File: src/rtl/apb_reg_pkg.sv
`default_nettype none
// ============================================================================
//  Module      : apb_reg_pkg
//  Description : Shared types, response codes and address-decode helper for
//                the APB register completer.
//  Revision    : 1.0  initial release
// ----------------------------------------------------------------------------
//  Contents:
//    apb_slv_state_t   completer FSM state (IDLE / ACCESS)
//    RESP_OKAY/SLVERR  pslverr encodings
//    addr_err()        misaligned or out-of-range address check
// ============================================================================
package apb_reg_pkg;

  typedef enum logic {
    IDLE   = 1'b0,
    ACCESS = 1'b1
  } apb_slv_state_t;

  localparam logic RESP_OKAY   = 1'b0;
  localparam logic RESP_SLVERR = 1'b1;

  // Address is zero-extended to 64 bits by the caller so one helper serves
  // every address width.
  function automatic logic addr_err(input logic [63:0] paddr, input int num_regs);
    logic [63:0] limit;
    limit = 64'(num_regs) << 2;
    return (paddr[1:0] != 2'b00) || (paddr >= limit);
  endfunction

endpackage
`default_nettype wire

File: src/rtl/apb_ifc.sv
`default_nettype none
// ============================================================================
//  Module      : apb_ifc
//  Description : APB bus bundle with requester (master) and completer (slave)
//                views.
//  Revision    : 1.0  initial release
// ----------------------------------------------------------------------------
//  Signals:
//    paddr/psel/penable/pwrite/pwdata/pstrb/pprot   requester -> completer
//    pready/prdata/pslverr                          completer -> requester
// ============================================================================
interface apb_ifc #(
  parameter int AW = 32,
  parameter int DW = 32
);
  logic [AW-1:0]   paddr;
  logic            psel;
  logic            penable;
  logic            pwrite;
  logic [DW-1:0]   pwdata;
  logic [DW/8-1:0] pstrb;
  logic [2:0]      pprot;
  logic            pready;
  logic [DW-1:0]   prdata;
  logic            pslverr;

  modport master (
    output paddr, psel, penable, pwrite, pwdata, pstrb, pprot,
    input  pready, prdata, pslverr
  );

  modport slave (
    input  paddr, psel, penable, pwrite, pwdata, pstrb, pprot,
    output pready, prdata, pslverr
  );
endinterface
`default_nettype wire

File: src/rtl/apb_reg_bank.sv
`default_nettype none
// ============================================================================
//  Module      : apb_reg_bank
//  Description : Register array with byte-enabled write port, write strobes
//                and an asynchronous read mux that substitutes external
//                values for read-only registers.
//  Revision    : 1.0  initial release
// ----------------------------------------------------------------------------
//  Ports:
//    clk, rst      clock / synchronous active-high reset
//    wr_en_i       commit a write this edge
//    wr_idx_i      register index for the write
//    wr_data_i     write data
//    wr_strb_i     byte enables
//    rd_idx_i      register index for the read mux
//    ro_d_i        read values of read-only registers (slice i = reg i)
//    rd_data_o     read mux output
//    reg_q_o       flattened register contents (slice i = reg i)
//    wr_pulse_o    one-cycle strobe per committed write
// ============================================================================
module apb_reg_bank #(
  parameter int                  NUM_REGS = 16,
  parameter int                  DW       = 32,
  parameter logic [NUM_REGS-1:0] RO_MASK  = '0
) (
  input  logic                         clk,
  input  logic                         rst,
  input  logic                         wr_en_i,
  input  logic [$clog2(NUM_REGS)-1:0]  wr_idx_i,
  input  logic [DW-1:0]                wr_data_i,
  input  logic [DW/8-1:0]              wr_strb_i,
  input  logic [$clog2(NUM_REGS)-1:0]  rd_idx_i,
  input  logic [NUM_REGS*DW-1:0]       ro_d_i,
  output logic [DW-1:0]                rd_data_o,
  output logic [NUM_REGS*DW-1:0]       reg_q_o,
  output logic [NUM_REGS-1:0]          wr_pulse_o
);
  localparam int SW = DW / 8;

  logic [DW-1:0]       regs_q [NUM_REGS];
  logic [DW-1:0]       w_ro   [NUM_REGS];
  logic [NUM_REGS-1:0] wr_pulse_q;
  logic [NUM_REGS-1:0] wr_pulse_d;

  always_comb begin
    wr_pulse_d = '0;
    if (wr_en_i) wr_pulse_d[wr_idx_i] = 1'b1;
  end

  always_ff @(posedge clk) begin
    if (rst) begin
      for (int i = 0; i < NUM_REGS; i++) regs_q[i] <= '0;
      wr_pulse_q <= '0;
    end else begin
      wr_pulse_q <= wr_pulse_d;
      if (wr_en_i) begin
        for (int b = 0; b < SW; b++) begin
          if (wr_strb_i[b]) regs_q[wr_idx_i][8*b +: 8] <= wr_data_i[8*b +: 8];
        end
      end
    end
  end

  for (genvar i = 0; i < NUM_REGS; i++) begin : g_regs
    assign reg_q_o[i*DW +: DW] = regs_q[i];
    assign w_ro[i]             = ro_d_i[i*DW +: DW];
  end

  assign rd_data_o  = RO_MASK[rd_idx_i] ? w_ro[rd_idx_i] : regs_q[rd_idx_i];
  assign wr_pulse_o = wr_pulse_q;

endmodule
`default_nettype wire

File: src/rtl/apb_reg_slave.sv
`default_nettype none
// ============================================================================
//  Module      : apb_reg_slave
//  Description : APB completer fronting a bank of byte-strobed registers,
//                with programmable wait states and per-register read-only
//                and privileged-write checks.
//  Revision    : 1.0  initial release
// ----------------------------------------------------------------------------
//  Ports:
//    clk       clock, all logic on posedge
//    rst       synchronous active-high reset
//    apb       APB completer view of apb_ifc
//    ro_d      read values of read-only regs (slice i = reg i)
//    reg_q     current contents of writable regs (slice i = reg i)
//    wr_pulse  one-cycle strobe, bit i, per committed write to reg i
// ============================================================================
module apb_reg_slave
  import apb_reg_pkg::*;
#(
  parameter int                  AW_APB      = 32,
  parameter int                  DW_APB      = 32,
  parameter int                  NUM_REGS    = 16,
  parameter int                  WAIT_CYCLES = 0,
  parameter logic [NUM_REGS-1:0] RO_MASK     = '0,
  parameter bit                  PRIV_WR     = 1'b0
) (
  input  logic                         clk,
  input  logic                         rst,
  apb_ifc.slave                        apb,
  input  logic [NUM_REGS*DW_APB-1:0]   ro_d,
  output logic [NUM_REGS*DW_APB-1:0]   reg_q,
  output logic [NUM_REGS-1:0]          wr_pulse
);
  localparam int IW = $clog2(NUM_REGS);
  localparam int SW = DW_APB / 8;

  apb_slv_state_t  state_q, state_d;
  logic [7:0]      cnt_q;
  logic [IW-1:0]   idx_q;
  logic            write_q;
  logic            err_q;
  logic [DW_APB-1:0] wdata_q;
  logic [SW-1:0]   strb_q;

  logic            w_setup;
  logic [IW-1:0]   w_idx;
  logic            w_err;
  logic            w_ready;
  logic            w_commit;
  logic [DW_APB-1:0] w_rd_data;

  assign w_setup = apb.psel & ~apb.penable;
  assign w_idx   = apb.paddr[IW+1:2];
  assign w_err   = addr_err(64'(apb.paddr), NUM_REGS)
                 | (apb.pwrite & RO_MASK[w_idx])
                 | (PRIV_WR & apb.pwrite & ~apb.pprot[0]);

  // State register
  always_ff @(posedge clk) begin
    if (rst) state_q <= IDLE;
    else     state_q <= state_d;
  end

  // Next-state logic; a dropped psel in ACCESS abandons the transfer.
  always_comb begin
    state_d = state_q;
    case (state_q)
      IDLE:    if (w_setup) state_d = ACCESS;
      ACCESS: begin
        if (!apb.psel)                                state_d = IDLE;
        else if (apb.penable && (cnt_q == 8'd0))      state_d = IDLE;
      end
      default: state_d = IDLE;
    endcase
  end

  // Output logic: everything is gated by pready so an idle or waiting
  // completer drives zeros.
  always_comb begin
    w_ready     = (state_q == ACCESS) && (cnt_q == 8'd0);
    apb.pready  = w_ready;
    apb.pslverr = w_ready ? err_q : RESP_OKAY;
    apb.prdata  = (w_ready && !write_q && !err_q) ? w_rd_data : '0;
    w_commit    = w_ready && apb.psel && apb.penable && write_q && !err_q;
  end

  // Setup-phase capture and wait counter; bus inputs are only sampled here.
  always_ff @(posedge clk) begin
    if (rst) begin
      cnt_q   <= '0;
      idx_q   <= '0;
      write_q <= 1'b0;
      err_q   <= RESP_OKAY;
      wdata_q <= '0;
      strb_q  <= '0;
    end else if (state_q == IDLE && w_setup) begin
      cnt_q   <= 8'(WAIT_CYCLES);
      idx_q   <= w_idx;
      write_q <= apb.pwrite;
      err_q   <= w_err ? RESP_SLVERR : RESP_OKAY;
      wdata_q <= apb.pwdata;
      strb_q  <= apb.pstrb;
    end else if (state_q == ACCESS && apb.psel && apb.penable && cnt_q != 8'd0) begin
      cnt_q   <= cnt_q - 8'd1;
    end
  end

  apb_reg_bank #(
    .NUM_REGS (NUM_REGS),
    .DW       (DW_APB),
    .RO_MASK  (RO_MASK)
  ) u_bank (
    .clk        (clk),
    .rst        (rst),
    .wr_en_i    (w_commit),
    .wr_idx_i   (idx_q),
    .wr_data_i  (wdata_q),
    .wr_strb_i  (strb_q),
    .rd_idx_i   (idx_q),
    .ro_d_i     (ro_d),
    .rd_data_o  (w_rd_data),
    .reg_q_o    (reg_q),
    .wr_pulse_o (wr_pulse)
  );

endmodule
`default_nettype wire
File: src/flat_wrapper.sv
// flat-port wrapper written by rule: the top's interface ports become plain ports
module apb_reg_slave_flat import apb_reg_pkg::*;
#(
  parameter int                  AW_APB      = 32,
  parameter int                  DW_APB      = 32,
  parameter int                  NUM_REGS    = 16,
  parameter int                  WAIT_CYCLES = 0,
  parameter logic [NUM_REGS-1:0] RO_MASK     = '0,
  parameter bit                  PRIV_WR     = 1'b0
)
  (clk, rst, ro_d, reg_q, wr_pulse, apb_paddr, apb_psel, apb_penable, apb_pwrite, apb_pwdata, apb_pstrb, apb_pprot, apb_pready, apb_prdata, apb_pslverr);
  apb_ifc apb_i ();
  input  logic clk;
  input  logic rst;
  input  logic [NUM_REGS*DW_APB-1:0] ro_d;
  output logic [NUM_REGS*DW_APB-1:0] reg_q;
  output logic [NUM_REGS-1:0] wr_pulse;
  input wire logic [$bits(apb_i.paddr)-1:0] apb_paddr;
  input wire logic [$bits(apb_i.psel)-1:0] apb_psel;
  input wire logic [$bits(apb_i.penable)-1:0] apb_penable;
  input wire logic [$bits(apb_i.pwrite)-1:0] apb_pwrite;
  input wire logic [$bits(apb_i.pwdata)-1:0] apb_pwdata;
  input wire logic [$bits(apb_i.pstrb)-1:0] apb_pstrb;
  input wire logic [$bits(apb_i.pprot)-1:0] apb_pprot;
  output wire logic [$bits(apb_i.pready)-1:0] apb_pready;
  output wire logic [$bits(apb_i.prdata)-1:0] apb_prdata;
  output wire logic [$bits(apb_i.pslverr)-1:0] apb_pslverr;
  assign apb_i.paddr = apb_paddr;
  assign apb_i.psel = apb_psel;
  assign apb_i.penable = apb_penable;
  assign apb_i.pwrite = apb_pwrite;
  assign apb_i.pwdata = apb_pwdata;
  assign apb_i.pstrb = apb_pstrb;
  assign apb_i.pprot = apb_pprot;
  assign apb_pready = apb_i.pready;
  assign apb_prdata = apb_i.prdata;
  assign apb_pslverr = apb_i.pslverr;
  apb_reg_slave #(.AW_APB(AW_APB), .DW_APB(DW_APB), .NUM_REGS(NUM_REGS), .WAIT_CYCLES(WAIT_CYCLES), .RO_MASK(RO_MASK), .PRIV_WR(PRIV_WR)) u_core (.clk(clk), .rst(rst), .apb(apb_i), .ro_d(ro_d), .reg_q(reg_q), .wr_pulse(wr_pulse));
endmodule
File: config.mk
export PLATFORM = sky130hd
export DESIGN_NAME = apb_reg_slave_flat
export DESIGN_NICKNAME = d
export VERILOG_FILES = /design/src/rtl/apb_reg_pkg.sv /design/src/rtl/apb_ifc.sv /design/src/rtl/apb_reg_bank.sv /design/src/rtl/apb_reg_slave.sv /design/src/flat_wrapper.sv
export SDC_FILE = /design/constraint.sdc
export NUM_CORES = 1
export LEC_CHECK = 0
export CORE_AREA = 2 2 442 444
export DETAILED_ROUTE_END_ITERATION = 7
export DIE_AREA = 0 0 444 446
export MAX_ROUTING_LAYER = met4
export PLACE_DENSITY = 0.39
export SLEW_MARGIN = 30
export SYNTH_ARGS = -nofsm -noshare
export SYNTH_HDL_FRONTEND = slang
export SYNTH_SLANG_ARGS = --single-unit
export TNS_END_PERCENT = 5
File: constraint.sdc
create_clock -name clk -period 5 [get_ports clk]
set_clock_uncertainty 0.2 [all_clocks]
set_input_delay 1 -clock clk [delete_from_list [all_inputs] [get_ports clk]]
set_output_delay 1 -clock clk [all_outputs]
set_load 0.02 [all_outputs]
==> results.yml <==
run_status:
  outcome: "finished clean"
setup_path:
  slowest_stage: "or4_1"
  cp.arrival_ns: 3.60
  reg2reg_to: "u_core.u_bank.regs_q[13][11]"
  max_stage_delay_ns: 0.73
  crit_fanout: 32
  worstPathRequired_ns: 3.80
  crit_path_end_kind: "output pin"
  start_kind: "flop"
  ff2ff_path_depth: 4
  reg2reg_from: "u_core.cnt_q[2]"
  critPathKind: "flop to output pin"
  ff2ff_setup_slack_ns: 1.77
  crit_chain: "or4_1 -> nor3_2 -> nand4b_1 -> buf_12 -> o22ai_1 -> clkdlybuf4s50_1"
clock_tree:
  clk-insertion-delay-late_ns: 0.68
  cts_made_buffers: 73
  cts.clk_slew.worst_paths_ns: 0.06
  cts_setup_buffers: 0
  cts_tree: "built"
  cts_root_buffer: "clkbuf_16"
  htree_levels: 3
  cts.path.max_buffers: 3
  cts_sinks: 583
  cts_hold_buffers: 0
placement:
  place_inst: 4963
  dpl.hpwl_mm: 100.6
  dp_slack_ns: 0.6713
  io_buffers: 634
  place.gp.congestion: 0.7957
finish:
  area_delta_synth_final_pct: 49.60
  layout-drive-gt1-share: 0.1349
  nets: 3087
  postLayoutCoreUtil: 0.1931
  instances_no_fill: 5108
  layout_common_cells: "clkdlybuf4s50_1 (632), nor2_1 (537), edfxtp_1 (512)"
  mostFrequentLayoutCell: "clkdlybuf4s50_1"
timing:
  whs_ns: 0.2700
  fmax_mhz: 208.1
  drv_slew: 0
  worstMarginPinSlew_ns: 0.8800
  rsz0062_at_grt: "no"
  finalHoldViolCount: 0
  period_needed_ns: 4.805
  timing.final.crit_share: 0.9609
  relSlewSlack: 0.4133
  setup_ws_ns: 0.1954
  fin_setup_tns_ns: 0
  finalSetupViolCount: 0
power_and_ir_drop:
  irDropWorstVdd_uv: 213.3
  power_density_nw_per_um2: 332.2
  swShare: 0.2518
  p_seq_frac: 0.452
  share_comb_of_total_power: 0.094
  p_switching_uw: 3125
  total_leakage_power_uw: 0.01170
  p_clk_frac: 0.455
  intPower_uw: 9288
logic_synthesis:
  ys_warn_count: 0
  synth_top_flop_cell: "edfxtp_1"
  synthArstFlopShare: 0
  synth-seq-cells: 583
  synth_fp_nets: 2432
  synth_edf_count: 512
  synthDistinctLibCells: 38
  syn_area_um2: 24980
  syn_area_per_cell_um2: 13.56
  syn_inst: 1842
  synth-seq-area-share: 0.6724
worst_hold_path:
  min_from: "u_core.wdata_q[3]"
  min_path_type: "flop to flop"
  hold_path_depth: 2
  hold_end: "u_core.wdata_q[3]"
routing:
  wire_per_inst_um: 26.67
  drtIter0Drc: 1298
  drtPass1Iterations: 7
  via_per_inst: 3.595
  ant_nets: 0
  vias: 18363
  wirelength_mm: 136.2
  drc: 0
global_routing:
  met3_usage: 0.01928
  use_met2: 0.2456
  antenna_found_initial: 14
  first_global_vias: 18749
  grt_pass1_wl_mm: 177.3
  top_usage_layer: "met2"
  grtUsageTotal: 0.1376
  grtUsageMet1: 0.1531
  grt_max_degree: 67
  grt_overflow: 0
die:
  die_area_um2: 198000
  die_h_um: 446
  rows: 162
  fp.dieW_um: 444
  start_util: 0.1290
  ios: 1150
  core_area_um2: 193600
job:
  max_cap_violations: 0
-- layout make-up --
| class | count | area (um^2) |
|---|---|---|
| fillers | 20846 | 156200 |
| flip-flops and latches | 583 | 16810 |
| multi-input cells | 1116 | 7727 |
| repair buffers | 718 | 7133 |
| well taps | 2542 | 3181 |
| clock buffers | 95 | 1951 |
| clock inverters | 40 | 529.3 |
| diodes | 9 | 22.52 |
| inverters | 5 | 18.77 |
-- cells in the mapped netlist, types with 2 or more instances --
cell type / count / area share
nand3_1: 6 / 0.0012
or3_1: 5 / 0.0013
dfxtp_1: 71 / 0.057
and2_1: 13 / 0.0033
and3_1: 3 / 0.00075
clkbuf_1: 94 / 0.014
o21ai_0: 3 / 0.00060
nor3b_1: 2 / 0.00060
or4_1: 3 / 0.00090
inv_1: 4 / 0.00060
xnor2_1: 4 / 0.0014
ha_1: 2 / 0.0010
buf_2: 21 / 0.0042
a21o_1: 32 / 0.0096
edfxtp_1: 512 / 0.62
nand2_1: 160 / 0.024
o21bai_1: 32 / 0.0096
o22ai_1: 32 / 0.0080
nand2b_1: 5 / 0.0013
nor2_1: 538 / 0.081
nor3_1: 5 / 0.0010
a21oi_1: 46 / 0.0092
a211oi_1: 2 / 0.00060
nand2_2: 2 / 0.00050
nor2b_1: 5 / 0.0013
mux2i_1: 64 / 0.026
nand4_1: 6 / 0.0015
nor4_1: 11 / 0.0028
buf_1: 23 / 0.0035
mux4_2: 128 / 0.12
-- repair_timing --
item / in CTS / in global routing
gates resized for setup: 1 / 0
hold endpoints to repair: 0 / 0
setup endpoints to repair: 4 / 0
-- through the flow --
step / instance area, um^2 / power, uW
after detailed placement: 34830 / 6904
final: 37370 / 12410
after CTS: 37320 / 12630
after global routing: 37360 / 12800
after floorplan: 24980 / 6152
after global placement: 34820 / 6904
-- power groups by stage --
stage,clock network (uW),registers [uW],logic [uW]
after global placement,0,5710,1190
final,5650,5600,1160
after global routing,5960,5620,1220
after detailed placement,0,5710,1190
after floorplan,0,5790,357
after CTS,5820,5610,1190
-- how the worst max path moves through the flow --
stage                     slack (ns)        endpoint             from  depth (start not counted)
after floorplan                 1.76  apb_prdata[19]  u_core.cnt_q[2]                          6
after global placement          0.67  apb_prdata[30]  u_core.cnt_q[2]                          6
after detailed placement        0.67  apb_prdata[30]  u_core.cnt_q[2]                          6
after CTS                       0.03  apb_prdata[30]  u_core.cnt_q[2]                          6
after global routing            0.04  apb_prdata[30]  u_core.cnt_q[2]                          6
final                           0.20  apb_prdata[29]  u_core.cnt_q[2]                          6
-- sequential cells by signal, summed over array words and instances (netlist names), named ones only --
register and flops:
u_core.u_bank.regs_q 512, u_core.wdata_q 32, u_core.u_bank.wr_pulse_o 16, u_core.cnt_q 8, u_core.idx_q 4, u_core.strb_q 4
u_core.err_q 1, u_core.state_q 1, u_core.write_q 1
-- per-layer routing --
layer  vias to the layer above  part of all wire
met5                         -                 0
li1                       8041                 -
met2                       568              0.53
met3                       182             0.037
met4                         0             0.042
met1                      9572              0.39
-- critical path, delay by kind of cell, from the launching register on --
kind | cells | cell delay, ns
simple gates | 3 | 1.20
buf+inv | 2 | 0.95
compound gates | 1 | 0.38
flops | 1 | 0.36
-- cells by family (layout without fill, tap and decap cells) --
logic type	after synthesis	count (layout)	synth area share
DFF	583	583	0.6724
and+or+nand+nor	770	770	0.1236
xor gates and xnor gates	4	4	0.001402
muxes	192	192	0.1410
buffers and inverters	143	858	0.02254
other	0	9	0
AOI/OAI and AO/OA	148	148	0.03802
adders and majority gates	2	2	0.001002
(Power assumes the default switching activity.)
